==> config.mk <==
export PLATFORM = sky130hd
export DESIGN_NAME = fetcher_flat
export DESIGN_NICKNAME = d
export VERILOG_FILES = /design/src/rtl/fetcher_if.sv /design/src/rtl/fetcher.sv /design/src/flat_wrapper.sv
export SDC_FILE = /design/constraint.sdc
export NUM_CORES = 1
export LEC_CHECK = 0
export CAP_MARGIN = 10
export CORE_AREA = 2 2 80 82
export DETAILED_ROUTE_END_ITERATION = 8
export DIE_AREA = 0 0 82 84
export PLACE_DENSITY = 0.66
export SYNTH_ARGS = -nofsm -noshare
export SYNTH_HDL_FRONTEND = slang
export SYNTH_SLANG_ARGS = --single-unit
==> constraint.sdc <==
create_clock -name clk -period 3 [get_ports clk]
set_clock_uncertainty 0.15 [all_clocks]
set_input_delay 0.6 -clock clk [delete_from_list [all_inputs] [get_ports clk]]
set_output_delay 0.6 -clock clk [all_outputs]
set_load 0.01 [all_outputs]
==> src/rtl/fetcher_if.sv <==
// Program memory read bus between the fetch stage and instruction memory.
// The fetch stage is the master (drives the request), memory is the slave.
interface fetcher_if #(
  parameter int ADDR_BITS = 8,
  parameter int DATA_BITS = 16
);
  logic                 mem_read_valid;
  logic [ADDR_BITS-1:0] mem_read_address;
  logic                 mem_read_ready;
  logic [DATA_BITS-1:0] mem_read_data;

  modport master (
    output mem_read_valid,
    output mem_read_address,
    input  mem_read_ready,
    input  mem_read_data
  );

  modport slave (
    input  mem_read_valid,
    input  mem_read_address,
    output mem_read_ready,
    output mem_read_data
  );
endinterface

==> src/rtl/fetcher.sv <==
// Instruction fetch stage: reads the instruction at the current PC from
// program memory over a valid/ready handshake and holds it for decode.
// A single-entry last-fetch buffer skips the memory round trip when the
// same PC is fetched again (branch-to-self, polling loops).
module fetcher #(
  parameter int PROGRAM_MEM_ADDR_BITS = 8,
  parameter int PROGRAM_MEM_DATA_BITS = 16
) (
  input  logic                             clk,
  input  logic                             reset,
  input  logic [2:0]                       core_state,
  input  logic [PROGRAM_MEM_ADDR_BITS-1:0] current_pc,
  input  logic                             cache_invalidate,
  fetcher_if.master                        mem,
  output logic [2:0]                       fetcher_state,
  output logic [PROGRAM_MEM_DATA_BITS-1:0] instruction
);

  typedef enum logic [2:0] {
    IDLE     = 3'b000,
    FETCHING = 3'b001,
    FETCHED  = 3'b010
  } state_t;

  localparam logic [2:0] CORE_FETCH  = 3'b001;
  localparam logic [2:0] CORE_DECODE = 3'b010;

  state_t                             state_q, state_d;
  logic                               valid_q, valid_d;
  logic [PROGRAM_MEM_ADDR_BITS-1:0]   addr_q, addr_d;
  logic [PROGRAM_MEM_DATA_BITS-1:0]   instr_q, instr_d;
  logic                               buf_valid_q, buf_valid_d;
  logic [PROGRAM_MEM_ADDR_BITS-1:0]   buf_pc_q, buf_pc_d;
  logic [PROGRAM_MEM_DATA_BITS-1:0]   buf_data_q, buf_data_d;
  logic                               hit;

  // An invalidate in the same cycle as the hit decision forces a miss.
  assign hit = buf_valid_q && !cache_invalidate && (current_pc == buf_pc_q);

  // State, request and buffer registers; async reset abandons any request.
  always_ff @(posedge clk or posedge reset) begin
    if (reset) begin
      state_q     <= IDLE;
      valid_q     <= 1'b0;
      addr_q      <= '0;
      instr_q     <= '0;
      buf_valid_q <= 1'b0;
      buf_pc_q    <= '0;
      buf_data_q  <= '0;
    end else begin
      state_q     <= state_d;
      valid_q     <= valid_d;
      addr_q      <= addr_d;
      instr_q     <= instr_d;
      buf_valid_q <= buf_valid_d;
      buf_pc_q    <= buf_pc_d;
      buf_data_q  <= buf_data_d;
    end
  end

  // Next-state logic: hit/miss decision, handshake completion, decode release.
  always_comb begin
    state_d     = state_q;
    valid_d     = valid_q;
    addr_d      = addr_q;
    instr_d     = instr_q;
    buf_valid_d = buf_valid_q && !cache_invalidate;
    buf_pc_d    = buf_pc_q;
    buf_data_d  = buf_data_q;

    case (state_q)
      IDLE: begin
        if (core_state == CORE_FETCH) begin
          if (hit) begin
            instr_d = buf_data_q;
            state_d = FETCHED;
          end else begin
            valid_d = 1'b1;
            addr_d  = current_pc;
            state_d = FETCHING;
          end
        end
      end
      FETCHING: begin
        if (mem.mem_read_ready) begin
          instr_d     = mem.mem_read_data;
          buf_pc_d    = addr_q;
          buf_data_d  = mem.mem_read_data;
          buf_valid_d = 1'b1;
          valid_d     = 1'b0;
          state_d     = FETCHED;
        end
      end
      FETCHED: begin
        if (core_state == CORE_DECODE) begin
          state_d = IDLE;
        end
      end
      default: begin
        state_d = IDLE;
        valid_d = 1'b0;
      end
    endcase
  end

  assign mem.mem_read_valid   = valid_q;
  assign mem.mem_read_address = addr_q;
  assign fetcher_state        = state_q;
  assign instruction          = instr_q;

endmodule

==> src/flat_wrapper.sv <==
// flat-port wrapper written by rule: the top's interface ports become plain ports
module fetcher_flat 
#(
  parameter int PROGRAM_MEM_ADDR_BITS = 8,
  parameter int PROGRAM_MEM_DATA_BITS = 16
)
  (clk, reset, core_state, current_pc, cache_invalidate, fetcher_state, instruction, mem_mem_read_valid, mem_mem_read_address, mem_mem_read_ready, mem_mem_read_data);
  fetcher_if #(.ADDR_BITS(8), .DATA_BITS(16)) mem_i ();
  input  logic clk;
  input  logic reset;
  input  logic [2:0] core_state;
  input  logic [PROGRAM_MEM_ADDR_BITS-1:0] current_pc;
  input  logic cache_invalidate;
  output logic [2:0] fetcher_state;
  output logic [PROGRAM_MEM_DATA_BITS-1:0] instruction;
  output wire logic [$bits(mem_i.mem_read_valid)-1:0] mem_mem_read_valid;
  output wire logic [$bits(mem_i.mem_read_address)-1:0] mem_mem_read_address;
  input wire logic [$bits(mem_i.mem_read_ready)-1:0] mem_mem_read_ready;
  input wire logic [$bits(mem_i.mem_read_data)-1:0] mem_mem_read_data;
  assign mem_mem_read_valid = mem_i.mem_read_valid;
  assign mem_mem_read_address = mem_i.mem_read_address;
  assign mem_i.mem_read_ready = mem_mem_read_ready;
  assign mem_i.mem_read_data = mem_mem_read_data;
  fetcher #(.PROGRAM_MEM_ADDR_BITS(PROGRAM_MEM_ADDR_BITS), .PROGRAM_MEM_DATA_BITS(PROGRAM_MEM_DATA_BITS)) u_core (.clk(clk), .reset(reset), .core_state(core_state), .current_pc(current_pc), .cache_invalidate(cache_invalidate), .mem(mem_i), .fetcher_state(fetcher_state), .instruction(instruction));
endmodule
==> impl.org, run 1 <==
** Route
- Dividing the detail-routed wire length by the instance count gives 15.1 um.
- Average vias per placed instance :: 5.04
- Remaining antenna violation count after routing :: 0
- The detailed router finished its first iteration with 86 violations.
- The first detailed-routing pass ran for 4 iterations.
- After detailed routing, the total wire length is 5540 um.
- Total via count after detailed routing :: 1851
- Post-route DRC violation count :: 0

** Setup path
- Of all nets on the critical path, the largest fanout is 10.
- Nature of the critical path endpoint :: flip-flop
- For the worst setup path, the data arrival time is 2.40 ns.
- On the worst path, the slowest cell contributes a delay of 0.49 ns.
- Class of the most critical setup path :: primary input to flip-flop
- Ordered cell list for the critical path :: clkdlybuf4s50_1 > xor2_1 > nor3_2 > a31o_1 > mux2_1
- The slowest stage of the critical path is the sky130_fd_sc_hd__a31o_1 cell.
- Data required, critical path :: 3.04 ns
- Crit path launch type :: primary input

** Synth
- Counting flops and latches in the post-synthesis netlist gives 52.
- The synthesized design contains 0 enable-type register cells.
- Commonest cells post-synth :: 76 x sky130_fd_sc_hd__nand2_1, 52 x sky130_fd_sc_hd__dfrtp_1, 19 x sky130_fd_sc_hd__nor2_1
- The top cell type by area accounts for 54.9% of the synthesized area.
- The synthesized design spends more area on one cell type than any other, namely sky130_fd_sc_hd__dfrtp_1.
- Sequential elements use 54.9% of the synthesized area.
- Number of instances in the synthesized netlist :: 233
- Of all flip-flops after synthesis, the portion carrying an async set or reset was 100%.
- Count of cell types in the netlist :: 29
- Syn avg cell area :: 10.2 um^2
- During synthesis, Yosys emitted a total of 0 warnings.
- sky130_fd_sc_hd__nand2_1 is the most common cell in the netlist.
- In the synthesized netlist the dominant register cell turns out to be sky130_fd_sc_hd__dfrtp_1.
- In this run the cell area of the synthesized design comes to 2370 um^2.
- Most area-consuming cells after synthesis :: sky130_fd_sc_hd__dfrtp_1 55%, sky130_fd_sc_hd__nand2_1 12%, sky130_fd_sc_hd__mux2i_1 6.8%
- Synthesized Nets :: 264

** Timing
- Setup repair after global routing left no endpoint under its margin.
- Of the available clock period, the critical path in the final layout requires 78.9%.
- Setup TNS Final :: 0 ns
- Worst hold slack across all endpoints :: 0.333 ns
- The number of hold violations in the final report was 0.
- Shortest clock period the worst path allows after layout :: 2.37 ns
- The number of max-slew violations in the final report came to 0.
- Final count of negative-setup-slack endpoints :: 0
- Worst slew margin relative to its limit :: 64.6%
- Transition time at the pin with the least slew margin :: 0.530 ns
- Final setup margin :: 0.634 ns
- Based on the critical path, the design can be clocked at up to 0.423 GHz.

** Place
- Routability-driven placement finished with a final weighted congestion of 0.723.
- During placement, the flow inserted port buffers numbering 57.
- After detailed placement, the total cell area comes to 3030 um^2.
- Detailed placement HPWL :: 3760 um
- Worst slack after detailed placement :: 0.330 ns

** CTS
- For this design, the sink count on the clock tree is 52.
- After clock tree synthesis, the flow added hold-fix buffers numbering 0.
- After clock tree synthesis, the repair step resized 0 gates.
- Clock-pin slew was measured on the worst setup and hold paths at 0.09 ns.
- In this run the deepest clock path goes through 2 buffers.
- Clock latency on the worst-skew pair :: 0.30 ns
- Post-CTS timing repair inserted 0 buffers for setup.
- TritonCTS clock tree :: done
- The clock tree synthesis step divided the H-tree into 2 levels.
- Buffers inserted during clock tree synthesis total 5.
- Clk root buf :: sky130_fd_sc_hd__clkbuf_8

** Floorplan
- The core region is 6100 um^2.
- Row count :: 29
- Width of the die :: 82 um
- From bottom edge to top edge, the die measures 84 um.
- The floorplan step defined a die boundary enclosing 6890 um^2.
- The initial utilization of the core area, before any placement, comes to 38.9%.
- 59 I/O pins were placed.

** Global routing
- Entering global routing, the biggest net connects 30 pins.
- Grt total ovfl :: 0
- Global routing used 16.9% of the available tracks across all layers.
- The number of antenna violations at the first check in global routing came to 0.
- The first global-routing pass estimated 9010 um of wire.
- The via count of the first global-routing pass is 1889.

** Layout
- The final layout contains 320 nets.
- The repair_antennas step left the layout with diodes totalling 0.
- Area of all placed cells without fillers :: 3160 um^2
- Relative to the synthesized area, the layout overhead comes to 33.2%.
- The multi-input combinational cells in the finished layout cover a total of 986 um^2.
- Layout filler cell count :: 572
- Share of final-layout standard cells stronger than drive strength 1 :: 7.59%
- The sequential cells in the finished layout cover a total of 1300 um^2.

** Power
- P per Cell Area :: 861 nW/um^2
- VDD sags by at most 0.000372 V.
- The analysis attributes to cell leakage a power of 0.00139 uW.

** Job
- The tool flagged a number of max-cap violations equal to 0.

** Min path
- Path class of the lowest-slack min-delay path :: flip-flop to flip-flop

** Outcome
- The run finished with clean final reports.
==> registers in the layout (all words and copies together), names as in the netlist <==
name and cells:
u_core.mem.mem_read_address 8, u_core.buf_data_q 16, u_core.buf_pc_q 8, u_core.mem.mem_read_valid 1, u_core.instruction 16, u_core.buf_valid_q 1, u_core.fetcher_state 2
==> metrics by stage <==
step,utilization (%),total power (uW),cells
floorplan,-,1720,233
global placement,49.7,2180,359
detailed placement,49.7,2210,359
CTS,51.8,2740,367
global route,51.8,2900,367
finish,51.8,2720,367
==> critical path: cells and delay by family <==
family | cells | cell delay, ns
buf+inv | 1 | 0.45
mux | 1 | 0.36
compound gates | 1 | 0.49
xor+xnor | 1 | 0.19
simple gates | 1 | 0.30
==> cell families after synthesis <==
kind of cell           Yosys count  share of synthesized area, %
AO/OA/AOI/OAI                   24                          8.55
XOR/XNOR                         8                          2.96
buffers and inverters           18                          3.59
flip-flops                      52                          54.9
multiplexers                    24                          10.6
other                            1                         0.158
AND/OR/NAND/NOR                106                          19.3
==> cell usage in the layout (no fill, tap or decap) <==
| cell type | Yosys | layout |
|---|---|---|
| sky130_fd_sc_hd__o21ai_0 | 3 | 3 |
| sky130_fd_sc_hd__nor3_2 | 2 | 2 |
| sky130_fd_sc_hd__nand4_4 | 1 | 1 |
| sky130_fd_sc_hd__a32oi_1 | 16 | 16 |
| sky130_fd_sc_hd__dfrtp_1 | 52 | 52 |
| sky130_fd_sc_hd__buf_4 | 1 | 6 |
| sky130_fd_sc_hd__xor2_1 | 4 | 4 |
| sky130_fd_sc_hd__nand2b_1 | 1 | 1 |
| sky130_fd_sc_hd__a31o_1 | 1 | 1 |
| sky130_fd_sc_hd__clkdlybuf4s50_1 | 0 | 57 |
| sky130_fd_sc_hd__clkbuf_8 | 0 | 7 |
| sky130_fd_sc_hd__inv_2 | 0 | 1 |
| sky130_fd_sc_hd__or4b_4 | 1 | 1 |
| sky130_fd_sc_hd__nor2b_2 | 0 | 1 |
| sky130_fd_sc_hd__and4_1 | 1 | 1 |
| sky130_fd_sc_hd__nand3_1 | 1 | 1 |
| sky130_fd_sc_hd__and2_1 | 3 | 3 |
| sky130_fd_sc_hd__inv_1 | 3 | 2 |
| sky130_fd_sc_hd__a21oi_1 | 1 | 1 |
| sky130_fd_sc_hd__a21o_1 | 1 | 1 |
| sky130_fd_sc_hd__bufinv_16 | 0 | 1 |
| sky130_fd_sc_hd__a21oi_4 | 1 | 1 |
| sky130_fd_sc_hd__mux2i_1 | 16 | 16 |
| sky130_fd_sc_hd__buf_12 | 0 | 1 |
| sky130_fd_sc_hd__nand2_1 | 76 | 76 |
| sky130_fd_sc_hd__conb_1 | 1 | 1 |
| sky130_fd_sc_hd__a41o_1 | 1 | 1 |
| sky130_fd_sc_hd__nor2_1 | 19 | 19 |
| sky130_fd_sc_hd__xnor2_1 | 4 | 4 |
| sky130_fd_sc_hd__mux2_1 | 8 | 8 |
==> layout make-up <==
type	instances	share of cell area (%)
clock buffers	7	3.05
clock inverters	1	0.951
inverters	3	0.357
multi-input cells	163	31.2
flip-flops and latches	52	41.2
well taps	77	3.05
repair buffers	64	20.1
==> power breakdown <==
| group | total (uW) | switching [uW] | internal (uW) |
|---|---|---|---|
| Sequential | 1200 | 192 | 1010 |
| Clock | 521 | 226 | 294 |
| Combinational | 995 | 450 | 545 |
| Total | 2720 | 868 | 1850 |
==> metal layers <==
metal | global-route usage [%] | vias up | wire, um
met5 | 0 | - | 0
met4 | 5.76 | 0 | 92
met3 | 3.68 | 8 | 243
met2 | 26.5 | 44 | 2600
met1 | 22.9 | 910 | 2600
li1 | - | 889 | -
==> final timing paths <==
check                                                 startpoint                                          to  slack [ns]  cells after the start
setup reg to reg             u_core.fetcher_state[0]$_DFFE_PP0P_           u_core.buf_data_q[13]$_DFFE_PP0P_        0.83                      5
hold / removal             u_core.mem.mem_read_valid$_DFFE_PP0P_       u_core.mem.mem_read_valid$_DFFE_PP0P_        0.33                      2
setup / recovery                                   current_pc[4]  u_core.mem.mem_read_address[7]$_DFFE_PP0P_        0.63                      5
hold reg to reg            u_core.mem.mem_read_valid$_DFFE_PP0P_       u_core.mem.mem_read_valid$_DFFE_PP0P_        0.33                      2
max in group asynchronous                                  reset  u_core.mem.mem_read_address[6]$_DFFE_PP0P_        1.66                      3
min in group asynchronous                                  reset  u_core.mem.mem_read_address[3]$_DFFE_PP0P_        0.50                      2
Note: power is estimated with default switching activity, not from simulation.
==> inputs of run 2 (changes only) <==
Settings changed: PLACE_DENSITY 0.66 to 0.69.
Clock period 3 ns to 1.9 ns, I/O delays scaled along.
==> run 2 against run 1 <==
- non-clock buffer count grew 15
- count of clock-buffer cells in the layout shrank 1
- cell count grew 4.4%
- first-iteration DRC count grew 20%
- sequential share of layout area shrank 2.4 points
- setup slack lost 0.60 ns
- total power grew 61%
- wire length grew 1.5%
- global-route usage grew 0.24 points
- via count grew 1.5%
==> impl.org, run 2 (same netlist as run 1, synthesis figures left out) <==
** Power
- VDD sags by at most 0.000519 V.
- Dividing total power by cell area gives a power density of 1300 nW/um^2.
- Final Power :: 4360 uW
- Static Leakage :: 0.00156 uW

** Route
- In this run, the number of DRC markers left after iteration 0 of detailed routing was 103.
- Total via count after detailed routing :: 1879
- Detailed-route wire length per cell :: 14.7 um
- Wires add up to 5620 um.
- After detailed routing, the number of remaining DRC violations is 0.
- The count of nets left with antenna violations once routing finished came out at 0.
- Using the TritonRoute via totals, the vias-per-cell ratio works out to 4.91.
- The pre-antenna-repair detailed-routing pass consisted of 4 iterations.

** CTS
- The later pin in the worst-skew pair is clocked with a latency of 0.31 ns.
- Clk root buf :: sky130_fd_sc_hd__clkbuf_8
- CTS H-tree depth :: 2
- TritonCTS built the clock tree.
- Num Clock Sinks :: 52
- Clock buffers created by TritonCTS :: 5
- Clock transition at path regs :: 0.09 ns
- Counting along the longest clock path gives a buffer depth of 2.

** Layout
- Cells with a size suffix above 1 make up 14.7% of the layout.
- Antenna fix cells :: 0
- Registers take 1300 um^2.
- Most frequent standard cell in the layout excluding fill and tap cells :: sky130_fd_sc_hd__nand2_1
- Layout filler cell count :: 561
- Final-stage net count :: 336
- Most frequent cells in the layout :: 76 x sky130_fd_sc_hd__nand2_1, 50 x sky130_fd_sc_hd__dfrtp_1, 45 x sky130_fd_sc_hd__clkdlybuf4s50_1
- Area used by multi-input combinational logic :: 1040 um^2
- Once layout is complete, the cells apart from fillers number 383.
- Area grow syn2layout :: 41.7%

** Floorplan
- In this run the count of I/O pins placed on the die edge is 59.
- Die extent in y :: 84 um
- The die covers 6890 um^2.
- Width of the die :: 82 um
- The core region is 6100 um^2.
- Row count :: 29
- Once the floorplan was initialized, standard cells occupied 38.9% of the core.

** Timing
- The number of max-slew violations in the final report was 0.
- Unrepaired setup endpoints after global routing :: yes
- Max Freq :: 0.535 GHz
- The number of hold violations in the final report is 0.
- Final setup margin :: 0.0313 ns
- In the finished design, the share of the clock period the worst path needs comes to 98.4%.
- Shortest clock period the worst path allows after layout :: 1.87 ns
- Setup violations remaining at the end of the flow were counted as 0.

** Place
- In this run the tool buffered the top-level ports with 57 buffer cells.
- Worst slack after detailed placement :: -0.413 ns
- Summed over all nets, the half-perimeter wirelength after detailed placement is 3770 um.
- The congestion estimate from routability-driven global placement came to 0.748.
- Post-placement cell count :: 371

** Setup path
- STA classifies the critical path endpoint as a flip-flop.
- Counting both buffers and inverters, the worst setup path holds a total of 0.
- On the worst path, the slowest cell contributes a delay of 0.50 ns.
- For the worst setup path, the data required time is 1.97 ns.
- Walking the worst path, the cells encountered are or4b_4 > a21oi_4 > nand4_4 > a32oi_1.
- The worst setup path is of the flip-flop to flip-flop kind.
- STA puts the critical path data arrival time at 1.94 ns.
- Top cell family by delay on the critical path :: simple AND/OR/NAND/NOR gates
- Of all nets on the critical path, the largest fanout is 8.
- Crit path launch type :: flip-flop
- Crit-path slowest cell :: sky130_fd_sc_hd__or4b_4

** Global routing
- The first global-routing pass estimated 9120 um of wire.
- Initial antenna violation count :: 0
- The via count of the first global-routing pass is 1944.
- Global routing used 17.1% of the available tracks across all layers.
- Entering global routing, the biggest net connects 53 pins.
- After global routing the overflow that remains totals 0.

** Job
- Max-cap violations in this run came to 0.

** Outcome
- Run status :: complete, no violations

** Min path
- The worst hold path belongs to the class primary input to flip-flop.
==> run 2: worst paths after layout <==
path                                                     startpoint  depth (start not counted)                                    endpoint  slack [ns]
worst max-delay path            u_core.fetcher_state[0]$_DFFE_PP0P_                          4          u_core.instruction[14]$_DFFE_PP0P_        0.03
worst min register to register     u_core.buf_data_q[0]$_DFFE_PP0P_                          2            u_core.buf_data_q[0]$_DFFE_PP0P_        0.33
min in group asynchronous                                     reset                          3       u_core.mem.mem_read_valid$_DFFE_PP0P_        0.27
worst min-delay path                                  current_pc[0]                          2  u_core.mem.mem_read_address[0]$_DFFE_PP0P_        0.19
worst max register to register  u_core.fetcher_state[0]$_DFFE_PP0P_                          4          u_core.instruction[14]$_DFFE_PP0P_        0.03
max in group asynchronous                                     reset                          3         u_core.fetcher_state[1]$_DFFE_PP0P_        1.09
==> run 2: per-layer routing <==
metal / global-route usage [%] / wire (um)
met1: 23.0 / 2520
met2: 27.6 / 2800
met3: 3.35 / 224
met4: 5.45 / 70
met5: 0 / 0
==> run 2: power breakdown <==
group,switching (uW),internal [uW]
registers,316,1600
logic,757,942
clock network,361,391
==> run 2: what timing repair did <==
item | in CTS | in global routing
setup endpoints to repair | 25 | 21
pin swaps | 8 | 11
setup buffers | 3 | 0
hold buffers | 0 | 0
cloned | 1 | 0
resized for setup | 11 | 10
==> run 2: cell type report <==
type,count,area share [%]
repair buffers,79,23.6
inverters,3,0.335
well taps,77,2.87
clock inverters,2,1.04
flip-flops and latches,52,38.8
clock buffers,6,2.16
multi-input cells,164,31.1
==> run 2: through the flow <==
step / instance area [um^2] / utilization, % / hold WS, ns / TNS (ns)
final: 3360 / 55.1 / 0.193 / 0
after global routing: 3360 / 55.1 / 0.211 / -0.119
after CTS: 3310 / 54.4 / 0.281 / -0.00638
after detailed placement: 3160 / 51.8 / 0.311 / -9.47
after global placement: 3160 / 51.8 / 0.306 / -8.31
after floorplan: 2370 / - / 0.295 / -0.00114
==> inputs of run 3 (changes only) <==
Settings changed: SKIP_CTS_REPAIR_TIMING set to 1.
==> run 3 against run 2 <==
- the run now ends with setup timing left
- register-to-register slack lost 0.07 ns
- via count grew 0.32%
- core utilization grew 0.39 points
- die area is the same
- first-iteration DRC count is the same
- combinational power is essentially flat
- count of clock-buffer cells in the layout is the same
- largest cell class unchanged
- largest power group unchanged
==> impl.org, run 3 (same netlist as run 1, synthesis figures left out) <==
** Power
- The worst-case IR drop observed on VDD is 0.000526 V.
- After layout, the design draws a total of 4380 uW.
- Power spread over the standard cell area amounts to 1300 nW/um^2.
- Static Leakage :: 0.00160 uW

** Route
- Iteration-0 DRC Markers :: 103
- Wire length after detailed routing :: 5580 um
- After detailed routing, the average wire length per cell comes to 14.6 um.
- Detailed Routing Iterations Pass 1 :: 4
- Post-route DRC violation count :: 0
- The detail route stage leaves a number of antenna-violating nets equal to 0.
- Average vias per placed instance :: 4.93
- The detailed router placed 1885 vias in this run.

** Floorplan
- Die extent in y :: 84 um
- Core area :: 6100 um^2
- Row generation in the floorplan step produced 29 rows.
- Starting Density :: 38.9%
- The die covers 6890 um^2.
- The floorplan step set the die width to 82 um.
- Io pins :: 59

** CTS
- TritonCTS clock tree :: done
- Clock buffers created by TritonCTS :: 5
- CTS H-tree depth :: 2
- Num Clock Sinks :: 52
- Clock tree synthesis selected as its root buffer the cell sky130_fd_sc_hd__clkbuf_8.
- Clock transition at path regs :: 0.09 ns
- Clock latency on the worst-skew pair :: 0.31 ns
- The clock passes through at most 2 buffers.

** Setup path
- Worst reg-to-reg path cell count :: 4
- Data on the critical path is required at its endpoint by 1.97 ns.
- Crit path DAT :: 2.01 ns
- The startpoint identified for the worst register-to-register timing path is u_core.fetcher_state[0]$_DFFE_PP0P_.
- In this run the worst path has a maximum fanout of 8.
- The worst setup path is launched from a flip-flop.
- In this run the critical register-to-register path is captured at u_core.instruction[14]$_DFFE_PP0P_.
- The most critical setup path has its startpoint at u_core.fetcher_state[0]$_DFFE_PP0P_.
- Class of the most critical setup path :: flip-flop to flip-flop
- Delay of the slowest cell on the worst path :: 0.56 ns
- Top cell family by delay on the critical path :: simple AND/OR/NAND/NOR gates
- STA classifies the critical path endpoint as a flip-flop.
- Crit-path slowest cell :: sky130_fd_sc_hd__or4b_4
- Traced cell by cell, the critical path runs through or4b_4 > a21oi_4 > nand4_4 > a32oi_1.
- The setup check on the worst reg-to-reg path leaves a slack of -0.04 ns.
- The number of buffers and inverters on the critical path is 0.

** Timing
- Setup repair after global routing could not meet its margin everywhere.
- Max Freq :: 0.515 GHz
- Hold timing on the final database bottoms out at a slack of 0.194 ns.
- Final count of negative-setup-slack endpoints :: 7
- The final critical path takes up 102% of the cycle.
- Final setup margin :: -0.0432 ns
- Shortest clock period the worst path allows after layout :: 1.94 ns
- Number of endpoints with negative hold slack in the final report :: 0
- The number of max-slew violations in the final report is 0.

** Outcome
- The run finished, with violations left.
- The checks that failed: setup timing.

** Min path
- The worst hold path belongs to the class primary input to flip-flop.
- Worst hold path endpoint :: u_core.mem.mem_read_address[0]$_DFFE_PP0P_
- The worst hold path was traced through 2 stages.
- Start point of the worst min-delay path :: current_pc[0]

** Global routing
- Aggregate global-route resource usage :: 16.7%
- Global-route wire length before repair :: 8890 um
- The number of antenna violations at the first check in global routing was 0.
- After global routing the overflow that remains totals 0.
- Entering global routing, the biggest net connects 53 pins.
- The via count of the first global-routing pass is 1913.

** Layout
- Share of final-layout standard cells stronger than drive strength 1 :: 14.4%
- Area grow syn2layout :: 42.7%
- The number of antenna diodes in the final layout is 0.
- Most frequent standard cell in the layout excluding fill and tap cells :: sky130_fd_sc_hd__nand2_1
- Most frequent cells in the layout :: 76 x sky130_fd_sc_hd__nand2_1, 50 x sky130_fd_sc_hd__dfrtp_1, 46 x sky130_fd_sc_hd__clkdlybuf4s50_1
- At the end of the flow, the number of nets in the layout was 335.

** Place
- In this run the tool buffered the top-level ports with 57 buffer cells.
- Detailed placement finished with a half-perimeter wire length of 3770 um.
- Routability-driven placement finished with a final weighted congestion of 0.748.

** Job
- Total of max-cap violations :: 0
[run 3: changes by cell type in the layout (fill, tap and decap cells not counted), moves of 2 or more]
cell and change:
sky130_fd_sc_hd__xnor2_1 -2, sky130_fd_sc_hd__dlymetal6s2s_1 +6, sky130_fd_sc_hd__dlygate4sd2_1 -7, sky130_fd_sc_hd__xnor2_2 +2
[run 3: worst max path at each step]
stage               slack (ns)  cells past startpoint                                   to
floorplan               -0.001                      1  u_core.fetcher_state[0]$_DFFE_PP0P_
global placement         -0.34                      5   u_core.instruction[13]$_DFFE_PP0P_
detailed placement       -0.41                      5    u_core.instruction[0]$_DFFE_PP0P_
CTS                      -0.11                      5   u_core.instruction[12]$_DFFE_PP0P_
global route             -0.09                      4   u_core.instruction[14]$_DFFE_PP0P_
finish                   -0.04                      4   u_core.instruction[14]$_DFFE_PP0P_
[run 3: cell type report]
| class | instances | area, um^2 |
|---|---|---|
| fill | 551 | 2720 |
| sequential | 52 | 1300 |
| multi-input combinational | 164 | 1050 |
| timing repair buffer | 78 | 810 |
| tap | 77 | 96.3 |
| clock buffer | 6 | 72.6 |
| clock inverter | 2 | 35.0 |
| inverter | 3 | 11.3 |
[run 3: report_power, final]
part	internal, uW	leakage, uW	total, uW	switching [uW]
Combinational	961	0.000935	1710	753
Clock	391	0.0000552	749	358
Sequential	1600	0.000607	1920	325
[run 3: metrics by stage]
step	util, %	instance area (um^2)	std cells	setup TNS [ns]	worst slack (ns)
after floorplan	-	2370	233	-0.00114	-0.00114
after detailed placement	51.8	3160	371	-9.47	-0.413
final	55.5	3380	382	-0.0982	-0.0432
after global routing	55.5	3380	382	-0.776	-0.0923
after global placement	51.8	3160	371	-8.31	-0.343
after CTS	53.6	3270	379	-1.51	-0.109
[run 3: routing by layer]
metal | routed length (um) | track usage [%] | share of wire [%] | up-vias
li1 | - | - | - | 920
met3 | 224 | 3.35 | 4.0 | 6
met5 | 0 | 0 | 0 | -
met4 | 64 | 5.45 | 1.1 | 0
met1 | 2550 | 23.0 | 46 | 917
met2 | 2740 | 26.2 | 49 | 42
